### src/rtl/des_pkg.sv
// rtl/des_pkg.sv - DES block widths and FP/IP index tables (1-based DES bit numbering)
package des_pkg;

  localparam int DES_BLK_W  = 64;
  localparam int DES_HALF_W = 32;

  // FP_TABLE[i-1] = preoutput bit feeding output bit i
  localparam logic [6:0] FP_TABLE [0:63] = '{
    7'd40, 7'd8,  7'd48, 7'd16, 7'd56, 7'd24, 7'd64, 7'd32,
    7'd39, 7'd7,  7'd47, 7'd15, 7'd55, 7'd23, 7'd63, 7'd31,
    7'd38, 7'd6,  7'd46, 7'd14, 7'd54, 7'd22, 7'd62, 7'd30,
    7'd37, 7'd5,  7'd45, 7'd13, 7'd53, 7'd21, 7'd61, 7'd29,
    7'd36, 7'd4,  7'd44, 7'd12, 7'd52, 7'd20, 7'd60, 7'd28,
    7'd35, 7'd3,  7'd43, 7'd11, 7'd51, 7'd19, 7'd59, 7'd27,
    7'd34, 7'd2,  7'd42, 7'd10, 7'd50, 7'd18, 7'd58, 7'd26,
    7'd33, 7'd1,  7'd41, 7'd9,  7'd49, 7'd17, 7'd57, 7'd25
  };

  localparam logic [6:0] IP_TABLE [0:63] = '{
    7'd58, 7'd50, 7'd42, 7'd34, 7'd26, 7'd18, 7'd10, 7'd2,
    7'd60, 7'd52, 7'd44, 7'd36, 7'd28, 7'd20, 7'd12, 7'd4,
    7'd62, 7'd54, 7'd46, 7'd38, 7'd30, 7'd22, 7'd14, 7'd6,
    7'd64, 7'd56, 7'd48, 7'd40, 7'd32, 7'd24, 7'd16, 7'd8,
    7'd57, 7'd49, 7'd41, 7'd33, 7'd25, 7'd17, 7'd9,  7'd1,
    7'd59, 7'd51, 7'd43, 7'd35, 7'd27, 7'd19, 7'd11, 7'd3,
    7'd61, 7'd53, 7'd45, 7'd37, 7'd29, 7'd21, 7'd13, 7'd5,
    7'd63, 7'd55, 7'd47, 7'd39, 7'd31, 7'd23, 7'd15, 7'd7
  };

endpackage

### src/rtl/des_fp_perm.sv
// rtl/des_fp_perm.sv - combinational inverse initial permutation, preoutput to ciphertext
module des_fp_perm
  import des_pkg::*;
(
  input  logic [1:DES_BLK_W] po_i,
  output logic [1:DES_BLK_W] ct_o
);

  for (genvar g = 1; g <= DES_BLK_W; g++) begin : g_bit
    assign ct_o[g] = po_i[FP_TABLE[g-1]];
  end

endmodule

### src/rtl/des_final_permutation_stage.sv
// rtl/des_final_permutation_stage.sv - DES output stage: swap halves, IP^-1, output FIFO, block counter
// Optional FP_SELFCHECK_EN: re-applies IP to each accepted CT and flags mismatches on FP_ERR.
module des_final_permutation_stage
  import des_pkg::*;
#(
  parameter int DEPTH = 2,
  parameter int CNT_W = 16
) (
  input  logic                    CLK,
  input  logic                    RST,
  input  logic                    IN_VALID,
  output logic                    IN_READY,
  input  logic [0:DES_HALF_W-1]   L16,
  input  logic [0:DES_HALF_W-1]   R16,
  output logic                    OUT_VALID,
  input  logic                    OUT_READY,
  output logic [1:DES_BLK_W]      CT,
  output logic [CNT_W-1:0]        BLK_CNT,
  output logic                    FP_ERR
);

  localparam int             PTR_W    = $clog2(DEPTH);
  localparam logic [PTR_W:0] FULL_CNT = (PTR_W+1)'(DEPTH);

  logic [1:DES_BLK_W] po;
  logic [1:DES_BLK_W] ct_perm;

  assign po = {R16, L16};

  des_fp_perm u_fp_perm (
    .po_i (po),
    .ct_o (ct_perm)
  );

  logic [1:DES_BLK_W] mem_q [DEPTH];
  logic [PTR_W-1:0]   wr_ptr_q, wr_ptr_d;
  logic [PTR_W-1:0]   rd_ptr_q, rd_ptr_d;
  logic [PTR_W:0]     count_q, count_d;
  logic [CNT_W-1:0]   blk_cnt_q, blk_cnt_d;
  logic               accept;
  logic               deliver;

  // Ready depends only on registered occupancy, so no OUT_READY -> IN_READY path
  assign IN_READY  = (count_q != FULL_CNT);
  assign OUT_VALID = (count_q != '0);
  assign accept    = IN_VALID && IN_READY;
  assign deliver   = OUT_VALID && OUT_READY;
  assign CT        = OUT_VALID ? mem_q[rd_ptr_q] : '0;
  assign BLK_CNT   = blk_cnt_q;

  always_comb begin
    wr_ptr_d  = wr_ptr_q;
    rd_ptr_d  = rd_ptr_q;
    count_d   = count_q;
    blk_cnt_d = blk_cnt_q;
    if (accept) begin
      wr_ptr_d = wr_ptr_q + PTR_W'(1);
    end
    if (deliver) begin
      rd_ptr_d  = rd_ptr_q + PTR_W'(1);
      blk_cnt_d = blk_cnt_q + CNT_W'(1);
    end
    case ({accept, deliver})
      2'b10:   count_d = count_q + (PTR_W+1)'(1);
      2'b01:   count_d = count_q - (PTR_W+1)'(1);
      default: count_d = count_q;
    endcase
  end

  always_ff @(posedge CLK) begin
    if (RST) begin
      wr_ptr_q  <= '0;
      rd_ptr_q  <= '0;
      count_q   <= '0;
      blk_cnt_q <= '0;
    end else begin
      wr_ptr_q  <= wr_ptr_d;
      rd_ptr_q  <= rd_ptr_d;
      count_q   <= count_d;
      blk_cnt_q <= blk_cnt_d;
    end
  end

  // Storage needs no reset: CT is masked to 0 whenever the FIFO is empty
  always_ff @(posedge CLK) begin
    if (!RST && accept) begin
      mem_q[wr_ptr_q] <= ct_perm;
    end
  end

`ifdef FP_SELFCHECK_EN
  logic [1:DES_BLK_W] ip_chk;
  logic               fp_err_q, fp_err_d;

  for (genvar g = 1; g <= DES_BLK_W; g++) begin : g_ip
    assign ip_chk[g] = ct_perm[IP_TABLE[g-1]];
  end

  always_comb begin
    fp_err_d = fp_err_q;
    if (accept && (ip_chk != po)) begin
      fp_err_d = 1'b1;
    end
  end

  always_ff @(posedge CLK) begin
    if (RST) begin
      fp_err_q <= 1'b0;
    end else begin
      fp_err_q <= fp_err_d;
    end
  end

  assign FP_ERR = fp_err_q;
`else
  assign FP_ERR = 1'b0;
`endif

endmodule

### config.mk
export PLATFORM = sky130hd
export DESIGN_NAME = des_final_permutation_stage
export DESIGN_NICKNAME = d
export VERILOG_FILES = /design/src/rtl/des_pkg.sv /design/src/rtl/des_fp_perm.sv /design/src/rtl/des_final_permutation_stage.sv
export SDC_FILE = /design/constraint.sdc
export NUM_CORES = 1
export LEC_CHECK = 0
export CAP_MARGIN = 20
export CORE_AREA = 2 2 125 127
export CTS_CLUSTER_SIZE = 30
export DETAILED_ROUTE_END_ITERATION = 16
export DIE_AREA = 0 0 127 129
export DONT_BUFFER_PORTS = 1
export GPL_TIMING_DRIVEN = 0
export SLEW_MARGIN = 20
export SYNTH_ARGS = -nofsm -noshare
export SYNTH_HDL_FRONTEND = slang
export SYNTH_HIERARCHICAL = 1
export SYNTH_SLANG_ARGS = --single-unit
### constraint.sdc
create_clock -name CLK -period 10.11 [get_ports CLK]
set_clock_uncertainty 0.1 [all_clocks]
set_input_delay 1.011 -clock CLK [delete_from_list [all_inputs] [get_ports CLK]]
set_output_delay 1.011 -clock CLK [all_outputs]
set_load 0.02 [all_outputs]
==> key figures, run 1 <==
Timing
  – Worst-margin pin slew: 0.794 ns
  – Final hold vios: 0
  – Period utilization: 32.5%
  – Final setup TNS: 0 ns
  – FMAX: 0.304 GHz
  – Relative slew slack: 46.8%
  – Final setup fails: 0
  – RSZ-0062 raised after global routing: false
  – Fin. max-slew vios: 0
  – Final min period: 3.29 ns
  – Final hold slack: 0.408 ns

Status
  – Status: finished clean

Power
  – Peak supply drop: 117 µV
  – PD cells: 274 nW/µm²
  – Tot Pwr: 0.00198 W
  – Leak Pwr: 2.51 nW

Place
  – Final HPWL DP: 7.97 mm
  – Port Buf Inserts: 0
  – RD Place Congestion: 0.732
  – Placed Instances: 650

Yosys
  – Syn nets: 516
  – Area leader, netlist: edfxtp_1
  – Mapped Area: 6210 µm²
  – Post-synth EDFFs: 128
  – Top cells by area, synth: edfxtp_1 62%, mux2i_1 10%, buf_4 7.9%
  – Post-synth top area share: 61.9%
  – Post-synthesis sequential area ratio: 68.6%
  – Main flop type after synthesis: edfxtp_1
  – Ys Warns: 6
  – Synth cell types: 30
  – Instance count of the mapped netlist: 446
  – #FFs+latches synth: 149
  – Synthesized area per cell: 13.9 µm²
  – Asr flop ratio synth: 0%

Global route
  – Largest net degree at the start of global routing: 17
  – Vias in the first global route: 3336
  – Initial antenna violation count: 0
  – GRT Resource Usage Total: 14.0%
  – GRT overflow: 0
  – First-pass GRT wire length: 17.3 mm

Floorplanning
  – Chip height: 129 µm
  – Core area: 15000 µm²
  – Die Width: 127 µm
  – Die area: 16400 µm²
  – # rows: 45
  – Initial core utilization: 41.5%
  – Total I/O pin count: 151

Finish
  – Area delta synth->final: 16.1%
  – Layout cells sized above 1: 23.9%
  – Final #Nets: 551
  – Post-route insts no fill: 682
  – ANT cells: 0
  – Fin util: 48.1%

Clocking
  – CTS Hold Bufs: 0
  – CTS tree: built
  – CTS Sinks: 149
  – Post-CTS sizing: 0
  – CTS clock-pin slew for the worst setup and hold paths: 0.06 ns
  – Max clock buf depth: 2
  – Worst skew pair latency: 0.41 ns
  – CTS root buf: clkbuf_16
  – # H-tree levels: 4
  – CTS buffer count: 17
  – # Post-CTS Setup Buffers: 0

Detailed routing
  – Drc violations: 0
  – Drt pass-1 iters: 4
  – Via count: 3269
  – Detailed Route Iter0 Violations: 139
  – DR WL/cell: 16.5 µm
  – Post-DR vias/cell: 4.79
  – Antenna Nets Post-Route: 0
  – Final wirelength: 11.2 mm

Critical path
  – Kind of critical path: flop to output port
  – Critical Path Fanout Max: 10
  – CP cell instances: buf_2, nor2_1, clkbuf_1, clkbuf_1, nor2_1
  – Slowest stage delay, CP: 0.52 ns
  – Buf/Inv on CP: 3
  – Worst Path Arrival: 2.18 ns
  – CP Launch Type: flop
  – Critical path depth in cells: 5
  – Worst Path Required: 9.00 ns
  – CP max-delay cell: clkbuf_1
  – CP Capture Type: output port
  – Cell family with most CP delay: buffers and inverters
  – FF-to-FF path depth: 8

Hold path
  – WHS Path Cells: 2
  – Hold Crit Class: flop to flop

Job
  – Max-Cap Viols: 0
layout make-up:
class	count	area, µm²
buffer	83	558
timing repair buffer	16	139
fill	1312	7770
multi-input combinational	209	1380
clock inverter	14	184
tap	188	235
inverter	5	18.8
clock buffer	18	429
sequential	149	4260
tightest hold or removal path: stages, from the launching register on:
cell and delay [ns]:
dfxtp_1 0.33, xor2_1 0.08, nor2_1 0.07
registers in the layout, summed over array words and instances (netlist names), named ones only:
| register | cells |
|---|---|
| wr_ptr_q | 1 |
| count_q | 2 |
| mem_q | 128 |
| rd_ptr_q | 1 |
| BLK_CNT | 16 |
per-layer routing:
layer | vias to the layer above | part of all wire, % | global-route usage, %
met5 | - | 0 | 0
met2 | 115 | 48 | 22.3
met4 | 0 | 1.6 | 6.59
met3 | 12 | 8.6 | 5.82
li1 | 1579 | - | -
met1 | 1563 | 42 | 16.8
through the flow:
step | worst slack [ns] | cell area (µm²)
3_3_place_gp | 0.588 | 6450
4_1_cts | 6.67 | 7210
2_1_floorplan | 3.55 | 6210
3_5_place_dp | 6.94 | 6600
6_report | 6.82 | 7210
5_1_grt | 6.54 | 7210
placed cells by master (no fill, tap or decap), drive strengths merged:
master | synthesis | layout
edfxtp | 128 | 128
buf | 73 | 89
nor2 | 81 | 81
mux2i | 64 | 64
clkbuf | 10 | 28
dfxtp | 21 | 21
nand3 | 8 | 8
xnor2 | 8 | 8
clkinv | 0 | 7
or3 | 6 | 6
a21oi | 6 | 6
inv | 5 | 6
o21ai | 6 | 6
nand2 | 5 | 5
xor2 | 5 | 5
bufinv | 0 | 4
nor4 | 4 | 4
nor3 | 3 | 3
nor2b | 2 | 2
mux2 | 2 | 2
ha | 2 | 2
clkinvlp | 0 | 2
nand2b | 1 | 1
nor3b | 1 | 1
o2111ai | 1 | 1
and3 | 1 | 1
or4 | 1 | 1
nand4 | 1 | 1
conb | 1 | 1
report_power, final:
part	internal, W	total (W)	switching [W]
Sequential	0.000731	0.000751	0.0000198
Combinational	0.000150	0.000578	0.000428
Clock	0.000411	0.000648	0.000236
cell usage after synthesis (2+ instances only):
| cell | n |
|---|---|
| mux2i_1 | 64 |
| xnor2_1 | 8 |
| nand2_1 | 5 |
| nor4_1 | 3 |
| nor2b_1 | 2 |
| edfxtp_1 | 128 |
| nor3_1 | 3 |
| nand3_1 | 8 |
| dfxtp_1 | 21 |
| mux2_2 | 2 |
| clkbuf_1 | 10 |
| or3_1 | 6 |
| inv_1 | 5 |
| o21ai_0 | 5 |
| nor2_1 | 81 |
| ha_1 | 2 |
| buf_4 | 65 |
| a21oi_1 | 6 |
| xor2_1 | 5 |
| buf_1 | 6 |
| buf_2 | 2 |
path summary, 6_finish.rpt:
kind / startpoint / endpoint / slack (ns)
setup / recovery: count_q[0] / CT[38] / 6.82
hold / removal: rd_ptr_q / flop / 0.41
setup reg to reg: count_q[0] / mem_q[1][29] / 7.21
hold reg to reg: rd_ptr_q / flop / 0.41
cells by family (layout without fill, tap and decap cells):
kind of cell | count (synthesis) | count (layout) | synth area share (%)
flip-flops | 149 | 149 | 68.6
AND/OR/NAND/NOR | 114 | 114 | 7.94
buffers and inverters | 88 | 136 | 9.29
multiplexers | 66 | 66 | 10.7
AO/OA/AOI/OAI | 13 | 13 | 1.17
XOR/XNOR | 13 | 13 | 1.83
adder cells (fa/ha/maj) | 2 | 2 | 0.403
other | 1 | 1 | 0.0604
(Power assumes the default switching activity.)
==> run 2, diff against run 1 <==
==> constraint.sdc (replaced) <==
create_clock -name CLK -period 3.2 [get_ports CLK]
set_clock_uncertainty 0.1 [all_clocks]
set_input_delay 0.32 -clock CLK [delete_from_list [all_inputs] [get_ports CLK]]
set_output_delay 0.32 -clock CLK [all_outputs]
set_load 0.02 [all_outputs]
==> run 2 against run 1 <==
  * Combinational power grew to 3.3 times the previous value
  * Critical path depth is 2 higher
  * Die area stayed put
  * Sequential share of layout area is 4.8 points lower
  * Power grew to 3.1 times the previous value
  * Cell area is 8.7% higher
  * Final cell count is 8.5% higher
  * Setup slack worse by 6.3 ns
  * Sequential cell count stayed put
  * Hold slack worse by 0.34 ns
  * Critical endpoint is now mem_q[1][23]
==> key figures, run 2 (same netlist as run 1, synthesis figures left out) <==
Status
  – Status: finished clean

Clocking
  – CTS buffer count: 17
  – Max clock buf depth: 2
  – CTS tree: built
  – Worst skew pair latency: 0.42 ns
  – CTS clock-pin slew for the worst setup and hold paths: 0.06 ns
  – CTS Hold Bufs: 64
  – # H-tree levels: 4
  – CTS root buf: clkbuf_16
  – # Post-CTS Setup Buffers: 0
  – Post-CTS sizing: 0
  – CTS Sinks: 149

Timing
  – FMAX: 0.375 GHz
  – Period utilization: 83.3%
  – Final hold slack: 0.0666 ns
  – Post-route worst setup slack: 0.535 ns
  – RSZ-0062 raised after global routing: false
  – Final setup fails: 0
  – Worst-margin pin slew: 0.762 ns
  – Final hold vios: 0
  – Fin. max-slew vios: 0
  – Relative slew slack: 49.2%
  – Final min period: 2.67 ns

Global route
  – Met2 usage: 24.5%
  – Routing usage on met1: 17.3%
  – Initial antenna violation count: 0
  – Largest net degree at the start of global routing: 17
  – GRT overflow: 0
  – Vias in the first global route: 3620
  – Global-route track usage on met3: 6.78%
  – First-pass GRT wire length: 18.3 mm
  – GR peak layer: met2
  – GRT Resource Usage Total: 14.8%

Detailed routing
  – Antenna Nets Post-Route: 0
  – Detailed Route Iter0 Violations: 168
  – Drc violations: 0
  – Final wirelength: 11.9 mm
  – Via count: 3522
  – Post-DR vias/cell: 4.76
  – Drt pass-1 iters: 4
  – DR WL/cell: 16.0 µm

Job
  – Max-Cap Viols: 0

Finish
  – Fin util: 52.3%
  – Most common cell after layout, fill and taps aside: edfxtp_1
  – Final #Nets: 609
  – Number of fill cells in the layout: 1271
  – ANT cells: 0
  – Post-route insts no fill: 740
  – Max reg flops: 128
  – Most frequent cells in the layout: 128 x edfxtp_1, 81 x nor2_1, 65 x buf_4
  – Biggest register: mem_q
  – Layout cells sized above 1: 20.1%
  – Area delta synth->final: 26.2%

Power
  – Part of the power in registers: 38.3%
  – PD cells: 791 nW/µm²
  – Net Sw Power: 0.00216 W
  – Tot Pwr: 0.00620 W
  – Peak supply drop: 341 µV
  – Clock power share: 31.0%
  – Net Sw Frac: 34.8%
  – Leak Pwr: 2.75 nW
  – Power Internal: 0.00404 W
  – Logic gate share of total power: 30.7%

Floorplanning
  – Die Width: 127 µm
  – Chip height: 129 µm
  – Die area: 16400 µm²
  – Core area: 15000 µm²
  – Initial core utilization: 41.5%
  – Total I/O pin count: 151
  – # rows: 45

Critical path
  – Worst Path Arrival: 2.69 ns
  – CP Capture Type: flop
  – Reg2reg start: count_q[0]
  – Kind of critical path: flop to flop
  – Worst Path Required: 3.22 ns
  – CP Launch Type: flop
  – Worst setup startpoint: count_q[0]
  – Critical Path Fanout Max: 13

Place
  – Port Buf Inserts: 0
  – RD Place Congestion: 0.755
  – Final HPWL DP: 7.97 mm
  – Post-place setup slack: 0.457 ns
  – Placed Instances: 644

Hold path
  – Hold Crit Class: input pin to flop
  – Hold Crit Start: OUT_READY
run 2: final timing paths:
| path | slack (ns) | endpoint | cells after the start |
|---|---|---|---|
| max | 0.53 | mem_q[1][23] | 7 |
| min | 0.07 | BLK_CNT[2] | 3 |
| max reg2reg | 0.53 | mem_q[1][23] | 7 |
| min reg2reg | 0.41 | rd_ptr_q | 2 |
run 2: power by group through the flow:
stage               clock network, W  registers [W]  logic [W]
global route                 0.00205        0.00239    0.00205
detailed placement                 0        0.00242    0.00187
floorplan                          0        0.00241    0.00149
finish                       0.00192        0.00238    0.00190
global placement                   0        0.00242    0.00180
CTS                          0.00197        0.00238    0.00194
run 2: critical path, cell delays in order (launching register included):
cell and delay, ns:
dfxtp_1 0.30, buf_2 0.16, nand2b_1 0.28, nand2_1 0.26
nor3b_4 0.68, buf_8 0.25, buf_8 0.17, buf_8 0.16
run 2: final cells by class:
class	count	area [µm²]	area share [%]
flip-flops and latches	149	4260	54.4
multi-input cells	209	1390	17.8
repair buffers	74	779	9.94
plain buffers	83	558	7.12
clock buffers	26	554	7.07
well taps	188	235	3.00
clock inverters	6	36.3	0.463
inverters	5	18.8	0.239
run 2: stage by stage:
| stage | instance area, µm² | setup TNS [ns] |
|---|---|---|
| after detailed placement | 6610 | 0 |
| after CTS | 7840 | 0 |
| after global routing | 7840 | 0 |
| final | 7840 | 0 |
| after floorplan | 6230 | 0 |
| after global placement | 6470 | -112.03 |
run 2: per-layer routing:
metal,routed length [µm],up-vias,share of wire [%]
li1,-,1710,-
met1,5050,1683,43
met2,5790,122,49
met3,928,7,7.8
met4,87,0,0.73
met5,0,-,0
